==> src/rtl/irq_ctrl.sv <==
// Interrupt controller in front of the mips core: synchronises N_SRC async
// lines, latches rising edges as pending bits and hands one at a time to the core.
module irq_ctrl #(
  parameter int N_SRC       = 4,
  parameter int SYNC_STAGES = 2,
  parameter int ID_W        = 2
) (
  input  logic             clk,
  input  logic             rst,
  input  logic [N_SRC-1:0] irq_src,
  input  logic [N_SRC-1:0] irq_mask,
  input  logic             irq_ack,
  input  logic             irq_eret,
  output logic             interrupter,
  output logic [ID_W-1:0]  irq_id,
  output logic             in_service,
  output logic [N_SRC-1:0] irq_pending,
  output logic [7:0]       irq_lost
);

  localparam int WARM   = SYNC_STAGES + 1;
  localparam int WARM_W = $clog2(WARM + 1);

  typedef enum logic [1:0] {S_IDLE, S_REQ, S_SVC} state_t;

  logic [N_SRC-1:0]  r_sync [SYNC_STAGES];
  logic [N_SRC-1:0]  r_hist;
  logic [N_SRC-1:0]  r_pending;
  logic [WARM_W-1:0] r_warm;
  logic [7:0]        r_lost;
  logic [ID_W-1:0]   r_id;
  logic              r_interrupter;
  logic              r_in_service;
  state_t            r_state;
  state_t            w_state_next;

  logic              w_armed;
  logic [N_SRC-1:0]  w_edge;
  logic [N_SRC-1:0]  w_clear;
  logic [N_SRC-1:0]  w_cand;
  logic [N_SRC-1:0]  w_lost_evt;
  logic [ID_W-1:0]   w_win;
  logic [3:0]        w_lost_inc;
  logic [8:0]        w_lost_sum;

  always_ff @(posedge clk or negedge rst) begin
    if (!rst) begin
      r_sync[0] <= '0;
    end else begin
      r_sync[0] <= irq_src;
    end
  end

  for (genvar gi = 1; gi < SYNC_STAGES; gi++) begin : g_sync
    always_ff @(posedge clk or negedge rst) begin
      if (!rst) begin
        r_sync[gi] <= '0;
      end else begin
        r_sync[gi] <= r_sync[gi-1];
      end
    end
  end

  // Edges stay gated until the history flop holds a post-reset sample, so a
  // line already high when reset releases is not mistaken for a new event.
  always_ff @(posedge clk or negedge rst) begin
    if (!rst) begin
      r_hist <= '0;
      r_warm <= '0;
    end else begin
      r_hist <= r_sync[SYNC_STAGES-1];
      if (!w_armed) begin
        r_warm <= r_warm + 1'b1;
      end
    end
  end

  assign w_armed    = (r_warm == WARM_W'(WARM));
  assign w_edge     = w_armed ? (r_sync[SYNC_STAGES-1] & ~r_hist) : '0;
  assign w_clear    = (r_state == S_REQ && irq_ack) ? (N_SRC'(1) << r_id) : '0;
  assign w_cand     = r_pending & irq_mask;
  assign w_lost_evt = w_edge & r_pending & ~w_clear;

  always_comb begin
    w_lost_inc = '0;
    for (int i = 0; i < N_SRC; i++) begin
      w_lost_inc = w_lost_inc + {3'b000, w_lost_evt[i]};
    end
    w_lost_sum = {1'b0, r_lost} + {5'b00000, w_lost_inc};
  end

  always_comb begin
    w_win = '0;
    for (int i = N_SRC - 1; i >= 0; i--) begin
      if (w_cand[i]) begin
        w_win = ID_W'(i);
      end
    end
  end

  always_comb begin
    w_state_next = r_state;
    case (r_state)
      S_IDLE:  if (|w_cand)  w_state_next = S_REQ;
      S_REQ:   if (irq_ack)  w_state_next = S_SVC;
      S_SVC:   if (irq_eret) w_state_next = S_IDLE;
      default: w_state_next = S_IDLE;
    endcase
  end

  always_ff @(posedge clk or negedge rst) begin
    if (!rst) begin
      r_state       <= S_IDLE;
      r_id          <= '0;
      r_pending     <= '0;
      r_lost        <= '0;
      r_interrupter <= 1'b0;
      r_in_service  <= 1'b0;
    end else begin
      r_state       <= w_state_next;
      r_interrupter <= (w_state_next == S_REQ);
      r_in_service  <= (w_state_next == S_SVC);
      // A new edge on the acked source wins over the clear.
      r_pending     <= (r_pending & ~w_clear) | w_edge;
      r_lost        <= (w_lost_sum > 9'd255) ? 8'hFF : w_lost_sum[7:0];
      if (r_state == S_IDLE && |w_cand) begin
        r_id <= w_win;
      end
    end
  end

  assign interrupter = r_interrupter;
  assign in_service  = r_in_service;
  assign irq_id      = r_id;
  assign irq_pending = r_pending;
  assign irq_lost    = r_lost;

endmodule

==> config.mk <==
export PLATFORM = sky130hd
export DESIGN_NAME = irq_ctrl
export DESIGN_NICKNAME = d
export VERILOG_FILES = /design/src/rtl/irq_ctrl.sv
export SDC_FILE = /design/constraint.sdc
export NUM_CORES = 1
export LEC_CHECK = 0
export ABC_CLOCK_PERIOD_IN_PS = 3100
export CAP_MARGIN = 15
export CORE_UTILIZATION = 44
export CTS_CLUSTER_SIZE = 25
export DETAILED_ROUTE_END_ITERATION = 8
export PLACE_DENSITY = 0.7
export SYNTH_ARGS = -nofsm -noshare
export SYNTH_HDL_FRONTEND = slang
export SYNTH_SLANG_ARGS = --single-unit
==> constraint.sdc <==
create_clock -name clk -period 3.1 [get_ports clk]
set_input_delay 0.775 -clock clk [delete_from_list [all_inputs] [get_ports clk]]
set_output_delay 0.775 -clock clk [all_outputs]
set_load 0.01 [all_outputs]
==> results.md <==
- Number of buffer and inverter instances along the worst setup path: 3
- RSZ-0062 raised after global routing: no
- Final number of hold-violating endpoints: 0
- Main combinational cell family by area after synthesis: simple AND/OR/NAND/NOR gates
- CORE AREA: 2780 um^2
- CTS tree: yes
- Most frequent standard cell in the layout excluding fill and tap cells: sky130_fd_sc_hd__dfrtp_1
- Number of global-route vias before repair: 1019
- Result of the run: complete, no violations
- Placement row count: 19
- Number of enable flip-flop cells after synthesis: 0
- Final HPWL DP: 1.78 mm
- Number of library cell types mapped by synthesis: 35
- Clock Tree Buf Depth: 2
- Drt drc: 0
- Sequential cell area in the final layout: 801 um^2
- Max FO, Critical Path: 4
- Width of the chip: 56.6 um
- CTS Hold Bufs: 0
- Post-synthesis mux area share: 0.0324
- Leading register cell type out of synthesis: sky130_fd_sc_hd__dfrtp_1
- Area grow syn2layout: 35.1%
- Crit path max-delay cell type: sky130_fd_sc_hd__fa_1
- Worst Max-Slew Pin Slew: 392 ps
- Relative slew slack: 0.739
- Post-synth top area share: 0.610
- Total global routing track utilization: 0.189
- #FFs+latches synth: 32
- Static leakage: 0.786 nW
- Layout cell share with drive strength beyond 1: 0.207
- Power per cell area: 923 nW/um^2
- Max-cap violation count: 0
- Final Max Tran Viols: 0
- Clock transition at the register clock pins on the worst setup and hold paths after CTS: 100 ps
- Xor/xnor share of the synthesized area: 0.0200
- Overall die height: 56.6 um
- Category of the worst setup path capture point: flop
- Simple-Gate Fraction of Synth Area: 0.132
- Fraction of registers with async set or reset after synthesis: 1.00
- Achievable Freq: 0.342 GHz
- Fillers: 250
- Count of inserted antenna diode cells: 0
- Number of antenna violations at the first check in global routing: 0
- GPL Wtd Cong: 0.868
- Top cells by area in the synthesized netlist: sky130_fd_sc_hd__dfrtp_1 61%, sky130_fd_sc_hd__fa_1 4.6%, sky130_fd_sc_hd__nand2_1 3.1%, sky130_fd_sc_hd__inv_1 2.0%, sky130_fd_sc_hd__nor2_1 2.0%
- Average cell area after synthesis: 12.2 um^2
- Cells after Synth: 108
- Initial cell density of the core: 0.472
- Portion of the clock cycle consumed by the worst path in the final layout: 0.944
- Req. time, crit path: 3370 ps
- Type of the tightest min-delay check: reg -> reg
- Post-DR wirelength/cell: 14.0 um
- Worst stage delay on the critical path: 490 ps
- Number of buffers inserted during clock tree synthesis: 5
- Area taken by multi-input logic gates: 498 um^2
- Number of warnings issued by yosys: 0
- Clock Skew: 3.35 ps
- Cell taking the most area after synthesis: sky130_fd_sc_hd__dfrtp_1
- Total die area: 3210 um^2
- Worst-path cell chain: buf_2, and3b_2, buf_4, a31oi_2, nand4_1, fa_1, fa_2, inv_2, fa_2, nand2_2, nor2_4, nand4_1, nand2b_1
- Critical path type: in -> reg
- Peak supply drop: 0.000643 V
- Setup violations, final: 0
- Clock Root Buffer: sky130_fd_sc_hd__clkbuf_4
- Arrival time worst endpoint: 3190 ps
- Compound-gate portion of the synthesized area: 0.110
- Antenna Violating Nets Remaining: 0
- WHS: 359 ps
- Clock network latency to the later pin of the worst-skew pair: 330 ps
- H-tree levels: 2
- Violation count after the first detailed-routing iteration: 29
- Pin count of the biggest net entering global routing: 33
- # nets final: 166
- Adder and majority gate portion of the synthesized area: 0.0648
- Top-level port count: 28
- Wire length of the first global-routing pass: 4.47 mm
- Kind of launch point of the worst setup path: primary input
- Post-Syn Nets: 125
- GR Overflow Total: 0
- Port buffer count: 27
- Sequential element share of the synthesized area: 0.610
- Detailed-routing iteration count for the pre-antenna-repair pass: 4
- Overall power after layout: 0.00164 W
- Routed wire length: 2.54 mm
- Netlist area before placement: 1310 um^2
- Total number of vias: 965
- Count of clock tree sinks: 32
- Time the final worst path needs with I/O delays and setup: 2930 ps
- Most frequent cells in the layout: 32 x sky130_fd_sc_hd__dfrtp_1, 26 x sky130_fd_sc_hd__clkdlybuf4s50_1, 10 x sky130_fd_sc_hd__nand2_1
- Largest delay contributor family on the critical path: adder cells
- Vias per Instance: 5.33
-- timing repair --
item | CTS | global route
setup endpoints to repair | 7 | 5
resized for setup | 8 | 1
setup buffers | 2 | 0
hold endpoints to repair | 0 | 0
pin swaps | 9 | 3
-- area by class of cell --
| type | instances | share of cell area |
|---|---|---|
| clock inverter | 2 | 0.0198 |
| clock buffer | 6 | 0.0233 |
| multi-input combinational | 67 | 0.281 |
| sequential | 32 | 0.452 |
| inverter | 7 | 0.0148 |
| timing repair buffer | 36 | 0.188 |
| tap | 31 | 0.0219 |
-- worst paths after layout --
check / startpoint / to / slack [ps] / depth (start not counted)
worst max-delay path: irq_ack / irq_lost[1] / 170 / 13
worst min register to register: r_sync[6] / r_sync[2] / 360 / 0
worst max register to register: r_state[1] / irq_lost[1] / 250 / 12
worst min-delay path: r_sync[6] / r_sync[2] / 360 / 0
min in group asynchronous: rst / irq_id[1] / 830 / 2
max in group asynchronous: rst / r_state[1] / 1980 / 2
-- through the flow --
step | TNS [ps] | instance area, um^2 | util | setup slack (ps) | cells
2_1_floorplan | 0 | 1320 | - | 5.95 | 108
3_3_place_gp | -3480 | 1670 | 0.599 | -497 | 171
3_5_place_dp | -3650 | 1670 | 0.599 | -528 | 171
4_1_cts | 0 | 1770 | 0.635 | 76.8 | 181
5_1_grt | 0 | 1770 | 0.637 | 19.2 | 181
6_report | 0 | 1770 | 0.637 | 174 | 181
-- where the power goes --
part | switching, W | total [W] | internal [W]
registers | 0.000136 | 0.000671 | 0.000535
logic | 0.000284 | 0.000657 | 0.000372
clock network | 0.000139 | 0.000308 | 0.000169
-- metal layers --
layer  track usage  part of all wire
met3        0.0691             0.073
met4        0.0941             0.022
met2         0.316              0.50
met1         0.213              0.40
met5             0                 0
-- synth_stat cells, types with 3 or more instances --
| master | instances |
|---|---|
| sky130_fd_sc_hd__nand4_1 | 3 |
| sky130_fd_sc_hd__fa_1 | 3 |
| sky130_fd_sc_hd__nor2b_1 | 3 |
| sky130_fd_sc_hd__nor2_1 | 7 |
| sky130_fd_sc_hd__o21ai_0 | 5 |
| sky130_fd_sc_hd__nand2_1 | 11 |
| sky130_fd_sc_hd__a31oi_1 | 3 |
| sky130_fd_sc_hd__dfrtp_1 | 32 |
| sky130_fd_sc_hd__inv_1 | 7 |
-- cells by family (layout without fill, tap and decap cells) --
| group | Yosys count | after routing |
|---|---|---|
| simple gates | 34 | 34 |
| mux | 4 | 4 |
| fa+ha+maj | 5 | 5 |
| buf+inv | 9 | 51 |
| xor+xnor | 3 | 3 |
| flops | 32 | 32 |
| compound gates | 21 | 21 |
-- sequential cells by signal, summed over array words and instances, names as in the netlist, 2 cells and up --
| register | count |
|---|---|
| irq_pending | 4 |
| irq_id | 2 |
| r_hist | 4 |
| r_sync | 8 |
| irq_lost | 8 |
| r_state | 2 |
| r_warm | 2 |
Note: power is estimated with default switching activity, not from simulation.
